**src/rtl/button_conditioner_if.sv**
```systemverilog
// Button bundle between the raw pad inputs and the conditioned
// press pulses consumed by the button FIFO writer.
interface button_conditioner_if #(
  parameter int WIDTH = 3
);
  logic [WIDTH-1:0] buttons_in;
  logic [WIDTH-1:0] buttons_out;
  logic [WIDTH-1:0] stable;

  modport master (
    output buttons_in,
    input  buttons_out,
    input  stable
  );

  modport slave (
    input  buttons_in,
    output buttons_out,
    output stable
  );
endinterface

```
**src/rtl/button_conditioner.sv**
```systemverilog
// Per-bit synchronizer, sampled debounce, rising-edge press pulse.
// Optional auto-repeat of held buttons under `BUTTON_REPEAT_EN.
module button_conditioner #(
  parameter int WIDTH          = 3,
  parameter int SAMPLE_CNT_MAX = 62500,
  parameter int PULSE_CNT_MAX  = 200,
  parameter int REPEAT_TICKS   = 250
) (
  input  logic                 clk,
  input  logic                 rst,
  button_conditioner_if.slave  bus
);

  localparam int TW =
    (SAMPLE_CNT_MAX > 1) ? $clog2(SAMPLE_CNT_MAX) : 1;
  localparam int DW = $clog2(PULSE_CNT_MAX + 1);

  localparam logic [TW-1:0] T_LAST =
    TW'(SAMPLE_CNT_MAX - 1);
  localparam logic [DW-1:0] D_MAX =
    DW'(PULSE_CNT_MAX);

  if (SAMPLE_CNT_MAX < 1 ||
      PULSE_CNT_MAX < 1 ||
      REPEAT_TICKS < 1) begin : g_bad_cfg
    $error("button_conditioner: counts must be >= 1");
  end

  logic [WIDTH-1:0] meta;
  logic [WIDTH-1:0] sync;
  logic [TW-1:0]    tcnt;
  logic             tick;
  logic [DW-1:0]    dcnt [WIDTH];
  logic [WIDTH-1:0] stable_w;
  logic [WIDTH-1:0] stable_q;
  logic [WIDTH-1:0] rise;
  logic [WIDTH-1:0] rpt;
  logic [WIDTH-1:0] out_q;

  always_ff @(posedge clk or posedge rst) begin
    if (rst) begin
      meta <= '0;
      sync <= '0;
    end else begin
      meta <= bus.buttons_in;
      sync <= meta;
    end
  end

  // Shared sample timer; with a period of 1 tick stays high.
  assign tick = (tcnt == T_LAST);

  always_ff @(posedge clk or posedge rst) begin
    if (rst) begin
      tcnt <= '0;
    end else if (tick) begin
      tcnt <= '0;
    end else begin
      tcnt <= tcnt + TW'(1);
    end
  end

  for (genvar i = 0; i < WIDTH; i++) begin : g_deb
    always_ff @(posedge clk or posedge rst) begin
      if (rst) begin
        dcnt[i] <= '0;
      end else if (!sync[i]) begin
        dcnt[i] <= '0;
      end else if (tick && dcnt[i] != D_MAX) begin
        dcnt[i] <= dcnt[i] + DW'(1);
      end
    end

    assign stable_w[i] = (dcnt[i] == D_MAX);
  end

  assign rise = stable_w & ~stable_q;

`ifdef BUTTON_REPEAT_EN
  localparam int RW =
    (REPEAT_TICKS > 1) ? $clog2(REPEAT_TICKS) : 1;
  localparam logic [RW-1:0] R_LAST =
    RW'(REPEAT_TICKS - 1);

  logic [RW-1:0] rcnt [WIDTH];

  for (genvar i = 0; i < WIDTH; i++) begin : g_rpt
    assign rpt[i] = stable_w[i] & tick &
                    (rcnt[i] == R_LAST);

    always_ff @(posedge clk or posedge rst) begin
      if (rst) begin
        rcnt[i] <= '0;
      end else if (!stable_w[i]) begin
        rcnt[i] <= '0;
      end else if (rpt[i]) begin
        rcnt[i] <= '0;
      end else if (tick) begin
        rcnt[i] <= rcnt[i] + RW'(1);
      end
    end
  end
`else
  assign rpt = '0;
`endif

  always_ff @(posedge clk or posedge rst) begin
    if (rst) begin
      stable_q <= '0;
      out_q    <= '0;
    end else begin
      stable_q <= stable_w;
      out_q    <= rise | rpt;
    end
  end

  assign bus.stable      = stable_w;
  assign bus.buttons_out = out_q;

endmodule

```
**src/flat_wrapper.sv**
```systemverilog
// flat-port wrapper written by rule: the top's interface ports become plain ports
module button_conditioner_flat 
#(
  parameter int WIDTH          = 3,
  parameter int SAMPLE_CNT_MAX = 62500,
  parameter int PULSE_CNT_MAX  = 200,
  parameter int REPEAT_TICKS   = 250
)
  (clk, rst, bus_buttons_in, bus_buttons_out, bus_stable);
  button_conditioner_if #(.WIDTH(WIDTH)) bus_i ();
  input  logic clk;
  input  logic rst;
  input wire logic [$bits(bus_i.buttons_in)-1:0] bus_buttons_in;
  output wire logic [$bits(bus_i.buttons_out)-1:0] bus_buttons_out;
  output wire logic [$bits(bus_i.stable)-1:0] bus_stable;
  assign bus_i.buttons_in = bus_buttons_in;
  assign bus_buttons_out = bus_i.buttons_out;
  assign bus_stable = bus_i.stable;
  button_conditioner #(.WIDTH(WIDTH), .SAMPLE_CNT_MAX(SAMPLE_CNT_MAX), .PULSE_CNT_MAX(PULSE_CNT_MAX), .REPEAT_TICKS(REPEAT_TICKS)) u_core (.clk(clk), .rst(rst), .bus(bus_i));
endmodule
```
**config.mk**
```make
export PLATFORM = sky130hd
export DESIGN_NAME = button_conditioner_flat
export DESIGN_NICKNAME = d
export VERILOG_FILES = /design/src/rtl/button_conditioner_if.sv /design/src/rtl/button_conditioner.sv /design/src/flat_wrapper.sv
export SDC_FILE = /design/constraint.sdc
export NUM_CORES = 1
export LEC_CHECK = 0
export ABC_AREA = 1
export BUFFER_PORTS_ARGS = -buffer_cell sky130_fd_sc_hd__buf_2
export CAP_MARGIN = 25
export CORE_UTILIZATION = 60
export DETAILED_ROUTE_END_ITERATION = 8
export HOLD_SLACK_MARGIN = 0.12
export PLACE_DENSITY = 0.76
export SLEW_MARGIN = 10
export SYNTH_ARGS = -nofsm -noshare
export SYNTH_HDL_FRONTEND = slang
export SYNTH_SLANG_ARGS = --single-unit
```
**constraint.sdc**
```tcl
create_clock -name clk -period 4.9 [get_ports clk]
set_input_delay 0.98 -clock clk [delete_from_list [all_inputs] [get_ports clk]]
set_output_delay 0.98 -clock clk [all_outputs]
set_load 0.02 [all_outputs]
```
== Yosys cells after proc, flatten, opt, wreduce, memory -nomap -nowiden ==
Index checks and enable logic that the tools add are counted.
Widths: inputs -> output; s select.

* Add/subtract/negate cells: 4
* Eq/ne operators: 10
* Muxes and demuxes: 7
* Bitwise gates (word level): 2
* Reductions and logical operators: 3

{| class="wikitable"
|+ Operator list
! operator !! count
|-
| $mux 8 || 6
|-
| $add 8x1->8 const B || 3
|-
| $eq 8x8->1 const B || 3
|-
| $ne 8x8->1 const B || 3
|-
| $add 16x1->16 const B || 1
|-
| $eq 16x16->1 const B || 1
|-
| $mux 16 || 1
|-
| $ne 2x2->1 const B || 3
|-
| $and 3x3->3 || 1
|-
| $logic_and 1x1->1 || 3
|-
| $not 3->3 || 1
|}

* Bits in registers: 52
* Input port bits: 5

== Depth between registers and ports, before layout ==
* Word-level depth: 4
* Depth in mapped cells: 9
* Depth with buffers taken out: 9

== Worst setup path before layout ==
Ideal clock, no wire load.

* Path type: register -> output
* Start point: register u_core.dcnt[8] (netlist bit)
* End point: output bus_stable[1]
* Data arrival time: 1.041 ns
* Setup slack: 2.879 ns
* Stages on the path, launching flop included: 7
* Buffers on the path: 0
* Cells stage by stage: dfrtp_1 inv_1 ha_1 inv_1 nor2_1 nand2_1 inv_1

* Longest elaborated chain between the ends: 1

{| class="wikitable"
|+ RTL lines
! what !! line !! RTL
|-
| from (decl) || button_conditioner.sv:33 || <nowiki>logic [DW-1:0] dcnt [WIDTH];</nowiki>
|-
| from (signal, indexed assignment) || button_conditioner.sv:70 || <nowiki>dcnt[i] <= dcnt[i] + DW'(1);</nowiki>
|-
| $eq 8x8->1 || button_conditioner.sv:74 || <nowiki>assign stable_w[i] = (dcnt[i] == D_MAX);</nowiki>
|-
| to (decl) || flat_wrapper.sv:15 || <nowiki>output wire logic [$bits(bus_i.stable)-1:0] bus_stable;</nowiki>
|}

Every way passes these cells.

== Worst setup path after layout ==
* Start point: register u_core.dcnt[0] (netlist bit)
* End point: output bus_stable[2]

The elaborated chain is that of the path after synthesis.

==> impl_results.md <==
* Initial Util at 0.628
* Critical Path Source Type: flip-flop
* Commonest non-fill, non-tap cells in the layout: nand2_1 (120), nor2_1 (63), inv_1 (62)
* 1st-iter DRT viols at 213
* PwrDens at between 200 and 250 nW/um2
* Reg2Reg Depth at 8
* Port Buf Inserts at 10
* Die Y at between 70 and 80 um
* Layout area overhead at 8.39%
* CP Cell Sequence: inv_1 > ha_1 > inv_1 > nor2_1 > nand2_1 > inv_1 > buf_2
* Die area at about 5300 um2
* Clock sinks at 52
* Total CTS buffers at 5
* Minimum clock period at approximately 2.5 ns
* Clock Path Buffers at 2
* DRT antenna net count at 0
* Residual DRC count at 0
* Fill cells at about 420
* HPWL after DPL at 4230 um
* Worst Hold Class: flip-flop to flip-flop
* CTS H-tree lvls at 2
* Pin count of the biggest net entering global routing at 39
* Reg area at around 1300 um2
* Commonest non-fill, non-tap cell in the layout: nand2_1
* Final RePlAce weighted congestion at roughly 0.9
* I/O pin total at 11
* Global route total overflow at 0
* Crit path capture type: output port
* Comb power frac at 0.021
* Ys Warns at 0
* Clock Tree Root: clkbuf_8
* Setup ws final at approximately 2.4 ns
* Syn Area/Cell at between 7 and 8 um2
* Final setup violation count at 0
* Max-cap violations at 0
* Core Area at about 4800 um2
* Worst setup path category: flip-flop to output port
* Via count at roughly 2.5k
* Pleak at around 0.0018 uW
* Post-CTS Setup Bufs at 0
* Status: completed
* Register-to-register setup slack at around 3.3 ns
* Sw Pwr at around 160 uW
* Sw Ratio at 0.211
* # diodes at 0
* Pre-CTS setup slack at between 2 and 3 ns
* First-pass GRT wire length at about 10000 um
* Top post-synthesis cells by area: dfrtp_1 (44%), nand2_1 (15%), inv_1 (7.9%)
* Setup TNS Final at 0 ns
* Crit path max fanout at 5
* Cts repair resizes at 0
* Hold Crit Start: u_core.meta[0]
* Sequential share of power at 0.587
* Delay-heaviest family, CP: flip-flops
* Max incr delay on CP at ~0.43 ns
* Final Hold Viols at 0
* DR WL/cell at approximately 12 um
* Final WL at 5680 um
* Nets@finish at about 440
* Clock Latency Late Sink at around 0.3 ns
* Tot GR Track Use at 0.250
* CTS tree: done
* Die Width at about 73 um
* Clock Power Share at 0.392
* Internal Power at about 600 uW
* Vias in the first global route at about 2.4k
* Worst path arrival time at approximately 1.5 ns
* Share of layout cells above drive strength 1 at 0.0843
* Sequential cell area fraction in the yosys report at 0.436
* Unrepaired setup endpoints after global routing: false
* Mapped Area at around 3000 um2
* Antenna violations before repair at 0
* 1st-pass router iterations at 4
* Reg2reg end: u_core.dcnt[0]
* Yosys reg bits at 52
* Hold Path Sink: u_core.sync[0]
* Syn Nets at 423
* Synth unique cells at 23
* Clock slew at reported path FFs at 0.09 ns
* CP max stage cell: dfrtp_1
* Synth Instances at approximately 400
* Post-CTS Hold Fix Bufs at 0
* Worst hold stages at 0
* VDD IR max at ~0.16 mV
* Buffers and inverters on the worst path at 4
* Crit-path most repeated cell: inv_1
* Setup Skew at approximately 0.0076 ns
* Max-slew violations at 0
* Area of the multi-input gates at approximately 1400 um2
* Post-synth top area cell: dfrtp_1
* Worst Max-Slew Pin Slew at 0.525 ns
* Worst path required time at around 4 ns
* Routed vias/inst at 5.06
* Fmax at between 300 and 400 MHz
* Worst R2R Start: u_core.tcnt[0]
* # rows at 25
* Final worst path period share at 0.512
* Max_slew headroom at 0.650
* Top cell type's share of synthesized area at 0.436
-- metal layers --
layer / track usage / vias to the layer above / wire length (um)
li1: - / 1299 / -
met1: 0.331 / 1151 / 2680
met2: 0.427 / 46 / 2760
met3: 0.0431 / 5 / 189
met4: 0.0632 / 0 / 59
met5: 0 / - / 0
-- power by group through the flow --
stage	clock network (uW)	registers, uW	logic, uW
4_1_cts	301	437	16.3
6_report	292	437	15.4
3_5_place_dp	0	445	16.2
3_3_place_gp	0	445	13.7
2_1_floorplan	0	442	12.4
5_1_grt	317	437	18.4
-- cell type report --
class,instances,share of cell area
clock buffers,6,0.0224
clock inverters,2,0.0108
inverters,67,0.0789
multi-input cells,289,0.438
flip-flops and latches,52,0.402
well taps,67,0.0259
repair buffers,11,0.0217
-- cell families after synthesis --
group           synth area share
xor+xnor                  0.0176
flops                      0.436
fa+ha+maj                 0.0293
buf+inv                   0.0893
simple gates               0.403
compound gates            0.0252
-- synth_stat cells --
master    count
buf_1         1
nor2_4        2
o21ai_0      10
xor2_1        6
nor3_1        8
inv_2         1
a21oi_1       5
nand3_1      46
nand4_2       1
inv_1        63
nor2_8        2
nand2_2       2
dfrtp_1      52
clkinv_2      3
nand3_2       1
ha_1          7
nor2_1       63
nand4_1       9
nand3_4       3
nand2_1     120
nor3b_1       2
nand2_4       2
clkbuf_1      2
-- how the worst max path moves through the flow --
stage / start / endpoint / slack, ns / cells after the start
after global placement: u_core.dcnt[8] / bus_stable[1] / 2.78 / 7
final: u_core.dcnt[0] / bus_stable[2] / 2.39 / 7
after detailed placement: u_core.dcnt[8] / bus_stable[1] / 2.73 / 7
after CTS: u_core.dcnt[8] / bus_stable[1] / 2.38 / 7
after global routing: u_core.dcnt[8] / bus_stable[1] / 2.25 / 7
after floorplan: rst / u_core.bus.buttons_out[0] / 2.66 / 1
-- stage by stage --
stage,instance area (um2),power [uW],hold WS [ns],utilization,instances
finish,3230,744,0.357,0.680,494
CTS,3230,754,0.358,0.680,494
global placement,3110,459,0.332,0.653,485
detailed placement,3130,461,0.336,0.658,486
global route,3230,772,0.367,0.680,494
floorplan,2980,454,0.331,-,411
-- sequential cells by signal (all words and copies together), names as in the netlist --
name and cells:
u_core.bus.buttons_out 3, u_core.dcnt 24, u_core.meta 3, u_core.stable_q 3, u_core.sync 3, u_core.tcnt 16
(Power assumes the default switching activity.)
